### config.mk
export PLATFORM = sky130hd
export DESIGN_NAME = writeback_stage
export DESIGN_NICKNAME = d
export VERILOG_FILES = /design/src/rtl/reg_transport_pkg.sv /design/src/rtl/wb_pkg.sv /design/src/rtl/writeback_stage_load_extend.sv /design/src/rtl/writeback_stage.sv
export SDC_FILE = /design/constraint.sdc
export NUM_CORES = 1
export LEC_CHECK = 0
export CORE_MARGIN = 10
export CORE_UTILIZATION = 37
export CTS_CLUSTER_DIAMETER = 30
export DETAILED_ROUTE_END_ITERATION = 10
export GPL_ROUTABILITY_DRIVEN = 0
export PLACE_DENSITY = 0.83
export SLEW_MARGIN = 10
export SYNTH_ARGS = -nofsm -noshare
export SYNTH_HDL_FRONTEND = slang
export SYNTH_SLANG_ARGS = --single-unit
### constraint.sdc
create_clock -name iClk -period 1.8 [get_ports iClk]
set_input_delay 0.18 -clock iClk [delete_from_list [all_inputs] [get_ports iClk]]
set_output_delay 0.18 -clock iClk [all_outputs]
set_load 0.02 [all_outputs]
### src/rtl/reg_transport_pkg.sv
// Register transport payload shared by the pipeline and the register file.
package reg_transport_pkg;

  localparam int unsigned REG_WIDTH  = 32;
  localparam int unsigned ADDR_WIDTH = 5;

  typedef struct packed {
    logic [ADDR_WIDTH-1:0] addr;
    logic [REG_WIDTH-1:0]  value;
  } reg_transport_t;

endpackage

### src/rtl/wb_pkg.sv
// Writeback stage types: FSM states and RV32 load funct3 codes.
package wb_pkg;

  typedef enum logic {
    IDLE      = 1'b0,
    WAIT_LOAD = 1'b1
  } wb_state_t;

  localparam logic [2:0] LB  = 3'b000;
  localparam logic [2:0] LH  = 3'b001;
  localparam logic [2:0] LW  = 3'b010;
  localparam logic [2:0] LBU = 3'b100;
  localparam logic [2:0] LHU = 3'b101;

endpackage

### src/rtl/writeback_stage_load_extend.sv
// Selects and extends load data from an aligned memory word.
module load_extend
  import wb_pkg::*;
  import reg_transport_pkg::*;
(
  input  logic [REG_WIDTH-1:0] word,
  input  logic [2:0]           funct3,
  input  logic [1:0]           byte_off,
  output logic [REG_WIDTH-1:0] value
);

  logic [7:0]  sel_byte;
  logic [15:0] sel_half;

  // Byte/half selection, then sign or zero extension by funct3
  always_comb begin
    sel_byte = word[8*byte_off +: 8];
    sel_half = byte_off[1] ? word[31:16] : word[15:0];
    value    = word;
    case (funct3)
      LB:      value = {{24{sel_byte[7]}}, sel_byte};
      LBU:     value = {24'h0, sel_byte};
      LH:      value = {{16{sel_half[15]}}, sel_half};
      LHU:     value = {16'h0, sel_half};
      LW:      value = word;
      default: value = word;
    endcase
  end

endmodule

### src/rtl/writeback_stage.sv
// Final pipeline stage: completes loads and drives the register-file write port.
// Optional retire counter enabled by defining WB_RETIRE_CNT_EN.
module writeback_stage
  import wb_pkg::*;
  import reg_transport_pkg::*;
(
  input  logic                 iClk,
  input  logic                 nRst,
  input  logic                 iValid,
  output logic                 oReady,
  input  reg_transport_t       iRd,
  input  logic                 iIsLoad,
  input  logic [2:0]           iFunct3,
  input  logic [1:0]           iByteOff,
  input  logic                 iMemRespValid,
  input  logic [REG_WIDTH-1:0] iMemRData,
  output logic                 oWriteEn,
  output reg_transport_t       oRd,
  output logic                 oFwdValid,
  output logic                 oSpurious,
  output logic [31:0]          oRetireCount
);

  wb_state_t             state;
  logic [ADDR_WIDTH-1:0] ld_addr;
  logic [2:0]            ld_funct3;
  logic [1:0]            ld_off;
  logic [REG_WIDTH-1:0]  ld_value;
  logic                  accept;
  logic                  retire;

  load_extend u_load_extend (
    .word     (iMemRData),
    .funct3   (ld_funct3),
    .byte_off (ld_off),
    .value    (ld_value)
  );

  // Handshake and retire strobes
  always_comb begin
    accept = iValid & oReady;
    retire = (accept & ~iIsLoad) | ((state == WAIT_LOAD) & iMemRespValid);
  end

  // Writeback FSM with registered write port, ready and spurious flag
  always_ff @(posedge iClk or negedge nRst) begin
    if (!nRst) begin
      state     <= IDLE;
      oReady    <= 1'b0;
      oWriteEn  <= 1'b0;
      oFwdValid <= 1'b0;
      oRd       <= '0;
      oSpurious <= 1'b0;
      ld_addr   <= '0;
      ld_funct3 <= '0;
      ld_off    <= '0;
    end else begin
      oWriteEn  <= 1'b0;
      oFwdValid <= 1'b0;
      case (state)
        IDLE: begin
          oReady <= 1'b1;
          if (iMemRespValid) oSpurious <= 1'b1;
          if (accept) begin
            if (iIsLoad) begin
              ld_addr   <= iRd.addr;
              ld_funct3 <= iFunct3;
              ld_off    <= iByteOff;
              oReady    <= 1'b0;
              state     <= WAIT_LOAD;
            end else begin
              oRd       <= iRd;
              oWriteEn  <= (iRd.addr != '0);
              oFwdValid <= (iRd.addr != '0);
            end
          end
        end
        WAIT_LOAD: begin
          oReady <= 1'b0;
          if (iMemRespValid) begin
            oRd.addr  <= ld_addr;
            oRd.value <= ld_value;
            oWriteEn  <= (ld_addr != '0);
            oFwdValid <= (ld_addr != '0);
            oReady    <= 1'b1;
            state     <= IDLE;
          end
        end
        default: state <= IDLE;
      endcase
    end
  end

`ifdef WB_RETIRE_CNT_EN
  logic [31:0] retire_cnt;

  // Free-running retire counter, wraps naturally
  always_ff @(posedge iClk or negedge nRst) begin
    if (!nRst) retire_cnt <= '0;
    else if (retire) retire_cnt <= retire_cnt + 32'd1;
  end

  assign oRetireCount = retire_cnt;
`else
  logic unused_retire;
  assign unused_retire = retire;
  assign oRetireCount  = '0;
`endif

endmodule

### After elaboration in Yosys (flattened, before gate mapping)

Index checks and enable logic that the tools add are counted.

* bits in registers: 51
* latch bits: 0
* bits in writable memories: 0
* memory bits (read-only): 0
* input port bits: 79
* output and inout bits: 73
* logic and storage cells: 42
* memories kept: 0

* add/subtract/negate cells: 0
* $mul: 0
* divide/modulo/power cells: 0
* $lt $le $gt $ge: 0
* equality and inequality tests: 6
* shifts and indexed selects: 1
* multiplexer cells: 18
* bitwise operators: 2
* reduce and logical (&&, ||, !) cells: 6

Operators with widths (count)
* case mux 32 bit (4 select lines): 1
* two-way mux 37 bit: 3
* case mux 37 bit (2 select lines): 1
* indexed part select 32 x 6 -> 8 bit: 1
* two-way mux 16 bit: 1
* nonzero test 5 bit: 2
* two-way mux 1 bit: 9
* == test 3 bit, second input constant: 2
* != test 2 bit, second input constant: 3
* case mux 1 bit (2 select lines): 3
* AND reduction 3 bit: 2
* == test 3 x 1 -> 1 bit, second input constant: 1
* logical NOT 3 bit: 1
* AND reduction 2 bit: 1
* bitwise AND 1 bit: 1
* NOT 1 bit: 1

### Depth between registers and ports, before layout

* word-level depth: 4
* gate-level depth with buffers: 7
* gate-level depth less buffers: 4

### Modules after synthesis

From an unflattened synthesis, not the netlist that was laid out.

* cell total of the unflattened synthesis: 286
* area total of the unflattened synthesis: 3523.4 µm²

Modules (own cells, without submodules)
* writeback_stage: instances 1, cells an instance 190, area an instance 2677.6 µm², sequential area each 1276.2 µm²
* load_extend: instances 1, cells an instance 96, area an instance 845.8 µm², sequential area each 0.0 µm²

### Worst setup path before layout

OpenSTA, ideal clock, no wires.

* kind: register to register
* start point: register ld_off[1]
* end point: register oRd[20] in the netlist's numbering
* setup time: 0.123 ns
* arrival time: 1.599 ns
* required time: 1.677 ns
* path slack: 0.078 ns
* stages on the path, launching flop included: 7
* path buffers: 2
* period minus slack after synthesis: 1.722 ns
* cells stage by stage: dfrtp_1 buf_6 mux4_2 o21a_4 a21oi_4 buf_6 a21oi_1

* word-level cells in the longest chain between the ends: 4
* elaborated cells between the ends (all ways): 5
* those cells by class: 1 x shift; 4 x mux

Ends and longest elaborated chain
* start: declaration: line writeback_stage.sv:27 `logic [1:0] ld_off;`
* start signal: assignment: line writeback_stage.sv:68 `ld_off <= iByteOff;`
* indexed part select 32 x 6 -> 8 bit / two-way mux 16 bit (equally long branches): line writeback_stage_load_extend.sv:17, writeback_stage_load_extend.sv:18
* case mux 32 bit (4 select lines) (*): line writeback_stage_load_extend.sv:20 `case (funct3)`
* two-way mux 37 bit (*): line writeback_stage.sv:80 `if (iMemRespValid) begin`
* case mux 37 bit (2 select lines) (*): line writeback_stage.sv:60 `case (state)`
* end signal: assignment: line writeback_stage.sv:72 `oRd <= iRd;`
* end: declaration: line writeback_stage.sv:18 `output reg_transport_t oRd,`

Every way passes the cells marked *; elsewhere a longest branch is shown, timed or not. The select of a mux whose other input is x is not followed.
A chain may end at the register's enable or synchronous reset.

### Worst setup path in the final report

* start point: register ld_off[1]
* end point: register oRd[25] in the netlist's numbering

The elaborated chain is that of the path after synthesis.

==> run metrics <==
Max VDD drop 0.534 mV; R2R Setup Slk 0.04 ns; Final period util 97.6%; drt first pass iters 4; crit start category register; DP HPWL 8690 microns; Final Hold Viols 0; Initial Util 38.7%; CP Launch Point ld_off[1]; via-per-instance ratio 5.27; clk_skew 0.0101 ns; die height 111 microns; first-pass GRT wire length 16,900 microns; vias 2,980; Top Family by Delay on Critical Path multiplexers; antenna violations before repair 0; Max Cap Viol 0; GRT Residual Overflow 0; RSZ-0062 raised after global routing yes; Design Power 5.54 mW; All-Layer GR Usage 16.7%; io pins 152; Finished Cell Area 4500 sq um; EDFF count, synth 0; pre-CTS setup slack -0.163 ns; Setup Buffers After CTS 0; yosys warns 0; Pins Over Slew Limit 0; Cell Int Power 3.38 mW; CTS tree yes; CTS Buf Count 5; Switching Fraction 39.0%; r2r startpoint ld_off[1]; Post-synth top flop dfrtp_1; P_leak 1.90 nW; commonest non-fill, non-tap cell in the layout clkdlybuf4s50_1; worst path required time 1.99 ns; WP data arrival 1.95 ns; Crit Path Class register to register; CP cell instances buf_4, mux4_2, o21a_4, a21oi_4, buf_12, a21oi_1; status completed; Worst-Skew Late Latency 0.30 ns; slowest CP cell mux4_2; FILL cells 679; sequential area share after synthesis 42.0%; Max clock buf depth 2; area of placed instances 4360 sq um; vias in the first global route 3,127; crit end category register; critical-path maximum fanout 16; die width 111 microns; Logic pwr share 53.3%; routed len/inst 18.9 microns; worst min-delay path class input port to asynchronous set/reset pin; Syn-to-layout area delta 48.2%; WP buf/inv 2; num rows 32; DRT antenna net count 0; slowest stage delay, CP 0.54 ns; initial drt markers 131; unique cell type count in the Yosys netlist 43; minimum hold slack 0.402 ns; die area 12,200 sq um; Nets 542; clock slew at reported path FFs 0.10 ns; root buffer cell clkbuf_8; Worst slew margin 63.1%; fraction of layout cells with a size suffix above 1 13.0%; area of the multi-input gates 1520 sq um; syn_area_per_cell 9.17 sq um; Placeable Area 7850 sq um; H-tree levels 2; setup tns final 0 ns; synthesized cell area 3040 sq um; antenna cells 0; Pwr Density 1230 nW/um^2; Worst-Margin Slew 0.553 ns; most frequent cells in the layout clkdlybuf4s50_1 (118), dfrtp_1 (51), nand2_1 (36); # port buffers 119; Final Critical Period 1.76 ns; storage element area 1280 sq um; reg-to-reg endpoint oRd[25]; Sw Pwr 2.16 mW; worst setup margin 0.0436 ns; R2R cell count 6; # DRC 0; Reg power frac 32.5%; FF+latch count, synth 51; # setup viols final 0; Detailed Route WL 10,700 microns; f_max 569 MHz; largest net degree at the start of global routing 30; CTS sink count 51; clock share of power 14.2%; Mapped Cells 331; Async SR Flop Fraction 100%
[what timing repair did]
| item | 4_1_cts | 5_1_grt |
|---|---|---|
| gates resized for setup | 3 | 4 |
| setup endpoints to repair | 3 | 19 |
| hold endpoints to repair | 22 | 0 |
| hold buffers | 1 | 0 |
[worst max-delay path by stage]
stage / end / slack [ns] / depth (start not counted)
floorplan: oRd[20] / 0.08 / 6
global placement: oRd[4] / -0.1 / 6
detailed placement: oRd[9] / -0.16 / 5
CTS: oRd[4] / 0.02 / 6
global route: oRd[22] / -0.03 / 6
finish: oRd[25] / 0.04 / 6
[sequential cells by signal (all words and copies together) (netlist names)]
name / count
oSpurious: 1
oFwdValid: 1
ld_addr: 5
ld_funct3: 3
oRd: 37
oReady: 1
ld_off: 2
state: 1
[routing by layer]
metal | vias up | global-route usage, % | wire length [microns]
li1 | 1388 | - | -
met4 | 0 | 6.74 | 351
met1 | 1423 | 20.3 | 4210
met5 | - | 0 | 0
met3 | 26 | 4.86 | 898
met2 | 143 | 27.2 | 5220
[metrics by stage]
stage,std cells,utilization (%)
final,565,57.3
after global routing,565,57.3
after CTS,565,57.1
after detailed placement,557,55.5
after global placement,557,55.5
after floorplan,362,-
[kinds of logic (layout without fill, tap and decap cells)]
| group | after synthesis | count (layout) | synth area share [%] |
|---|---|---|---|
| compound gates | 93 | 93 | 19.3 |
| buf+inv | 63 | 164 | 12.5 |
| flops | 51 | 51 | 42.0 |
| mux | 28 | 28 | 10.2 |
| other cells | 1 | 32 | 0.124 |
| simple gates | 95 | 95 | 15.9 |
[power groups by stage]
| stage | Clock (mW) | Combinational [mW] | Sequential, mW |
|---|---|---|---|
| 2_1_floorplan | 0 | 1.18 | 2.23 |
| 3_3_place_gp | 0 | 2.86 | 1.81 |
| 3_5_place_dp | 0 | 2.93 | 1.83 |
| 4_1_cts | 0.811 | 2.95 | 1.80 |
| 5_1_grt | 0.856 | 3.19 | 1.86 |
| 6_report | 0.789 | 2.95 | 1.80 |
[layout make-up]
class,instances,area share [%]
clock buffers,5,1.53
clock inverters,2,0.834
inverters,8,0.668
multi-input cells,248,33.8
flip-flops and latches,51,28.4
well taps,102,2.84
repair buffers,149,32.0
[synth_stat cells, types with 2 or more instances]
| master | n | area [sq um] |
|---|---|---|
| a21o_1 | 3 | 22.5 |
| nor3_1 | 8 | 40.0 |
| o221a_2 | 3 | 33.8 |
| a32oi_1 | 3 | 26.3 |
| mux2i_1 | 14 | 140 |
| a21oi_1 | 27 | 135 |
| a211oi_1 | 3 | 22.5 |
| or3_1 | 16 | 100 |
| nand2_1 | 36 | 135 |
| nor2_1 | 7 | 26.3 |
| a22oi_1 | 6 | 45.0 |
| dfrtp_1 | 51 | 1280 |
| mux2_2 | 13 | 146 |
| o211ai_1 | 5 | 37.5 |
| nand3_1 | 11 | 55.1 |
| nand2b_1 | 2 | 12.5 |
| or4_1 | 2 | 15.0 |
| o2111ai_1 | 3 | 26.3 |
| inv_1 | 7 | 26.3 |
| clkbuf_1 | 16 | 60.1 |
| nand4_1 | 2 | 12.5 |
| buf_2 | 3 | 15.0 |
| buf_6 | 2 | 22.5 |
| and3_1 | 4 | 25.0 |
| o21ai_0 | 33 | 165 |
| a2111oi_0 | 2 | 17.5 |
| buf_4 | 33 | 248 |
Note: power is estimated with default switching activity, not from simulation.
==> variant: new RTL, config.mk and constraints unchanged <==
Add a define of `WB_RETIRE_CNT_EN`.
--- a/src/rtl/writeback_stage.sv
+++ b/src/rtl/writeback_stage.sv
@@ -1,5 +1,7 @@
 // Final pipeline stage: completes loads and drives the register-file write port.
 // Optional retire counter enabled by defining WB_RETIRE_CNT_EN.
+`define WB_RETIRE_CNT_EN
+
 module writeback_stage
   import wb_pkg::*;
   import reg_transport_pkg::*;
Behaviour: not the same (a bounded check fails within 4 cycles, from zero or initial values and one cycle with nRst low).
==> variant against the unedited design <==
  * Synthesized cell count rose by 26%
  * Power rose by 41%
  * Synthesized area rose by 44%
  * Worst setup slack improved by 63 ps
  * Non-clock buffer count rose by 30
  * Via count rose by 34%
  * Wire length rose by 39%
  * Critical path depth fell by 1
  * Count of clock-buffer cells in the layout rose by 5
  * Sequential cell count rose by 32
  * Die area rose by 35%
  * Final area rose by 44%
  * Clock skew fell by 1.5 ps
==> variant: results <==
power_and_ir_drop:
  vdd_drop_max_mv: 0.800
  power.leakage_nw: 2.68
yosys:
  dominantRegCellSynth: "dfrtp_1"
  yosysWarningCount: 0
  ys_seq_area_share_pct: 47.6
  synthTopCellsByArea: "dfrtp_1, mux2_2, xnor2_1"
  synthDistinctLibCells: 53
  async_flop_share_pct: 100
  synth.cells.most_frequent: "dfrtp_1, nand2_1, o21ai_0"
  syn-num-nets: 497
critical_path:
  path_delay_family: "multiplexers"
  crit_fanout: 10
  max_stage_delay_ps: 440
  ff2ff_setup_slack_ps: 110
  crit_arrival_ps: 1910
  slowest_stage: "dfrtp_2"
global_routing:
  antenna_found_initial: 1
  grt_pass1_wl_mm: 23.1
  grt_pass1_vias: 4227
  grt_max_degree: 37
  track_usage_pct: 17.5
sta:
  max_slew_margin_pct: 53.4
  finClkSkew_ps: 8.62
layout:
  largest-register: "oRd"
  largest_reg_flops: 37
  drive_above_1_share_pct: 15.3
  nets: 657
drt:
  wl_per_cell_um: 20.5
  drtIter0Drc: 297
  dr.pass1.iters: 5
  vias: 3992
cts:
  clockBufferDepth: 2
  clk_pin_slew_ps: 70
  cts_buffers: 9
  clk_latency_ps: 340
  cts_max_level: 3
  root_buffer: "clkbuf_16"
outcome:
  run_status: "complete, no violations"
worst_hold_path:
  min_path_type: "in2async"
placement:
  portBuffers: 151
  dp_hpwl_mm: 11.5
==> variant: routing by layer <==
| layer | vias up | track usage, % | part of all wire (%) |
|---|---|---|---|
| met5 | - | 0 | 0 |
| met4 | 0 | 2.75 | 0.68 |
| met3 | 13 | 8.21 | 11 |
| met2 | 174 | 29.8 | 49 |
| met1 | 1961 | 20.0 | 39 |
| li1 | 1844 | - | - |
==> variant: layout make-up <==
class | count | area [µm²]
Tap cell | 143 | 179
Clock buffer | 10 | 239
Clock inverter | 6 | 47.5
Antenna cell | 1 | 2.50
Inverter | 7 | 26.3
Timing Repair Buffer | 179 | 1770
Sequential cell | 83 | 2080
Fill cell | 972 | 5010
Multi-Input combinational cell | 297 | 2110
==> variant: through the flow <==
step / setup slack [ps] / setup TNS [ps] / hold slack (ps) / std cells / instance area (µm²)
4_1_cts: 41.3 / 0 / 336 / 725 / 6450
2_1_floorplan: 164 / 0 / -116 / 417 / 4370
5_1_grt: 13.4 / 0 / 380 / 725 / 6450
3_3_place_gp: -32.6 / -140 / 142 / 705 / 6130
3_5_place_dp: -167 / -1420 / 150 / 705 / 6130
6_report: 106 / 0 / 328 / 726 / 6460
==> variant: worst paths after layout <==
| path | startpoint | end | cells past startpoint |
|---|---|---|---|
| max | ld_off[1]$_DFFE_PN0P_ | oRd[2]$_DFFE_PN0P_ | 5 |
| min | nRst | oRetireCount[15]$_DFFE_PN0P_ | 2 |
| max reg2reg | ld_off[1]$_DFFE_PN0P_ | oRd[2]$_DFFE_PN0P_ | 5 |
| min reg2reg | oSpurious$_DFFE_PN0P_ | oSpurious$_DFFE_PN0P_ | 1 |
| max in group asynchronous | nRst | oRetireCount[19]$_DFFE_PN0P_ | 3 |
| min in group iClk | oSpurious$_DFFE_PN0P_ | oSpurious$_DFFE_PN0P_ | 1 |
==> variant: kinds of logic (layout without fill, tap and decap cells) <==
group           after synthesis  in the layout  share of synthesized area [%]
xor+xnor                     31             31                           6.22
flops                        83             83                           47.6
other cells                   0              1                              0
simple gates                113            113                           13.9
fa+ha+maj                     1              1                          0.286
mux                          35             35                           9.26
buf+inv                      37            202                           4.18
compound gates              117            117                           18.6
==> variant: timing repair <==
| action | in CTS | in global routing |
|---|---|---|
| buffers inserted | 3 | 0 |
| gates cloned | 0 | 0 |
| hold endpoints to repair | 29 | 0 |
| hold buffers | 1 | 0 |
| gates resized for setup | 0 | 3 |
| endpoints found under the setup margin | 4 | 10 |
==> variant: power by group <==
part           internal, W  switching [W]
Clock             0.000985       0.000799
Sequential         0.00235       0.000380
Combinational      0.00159        0.00172
Total              0.00492        0.00290
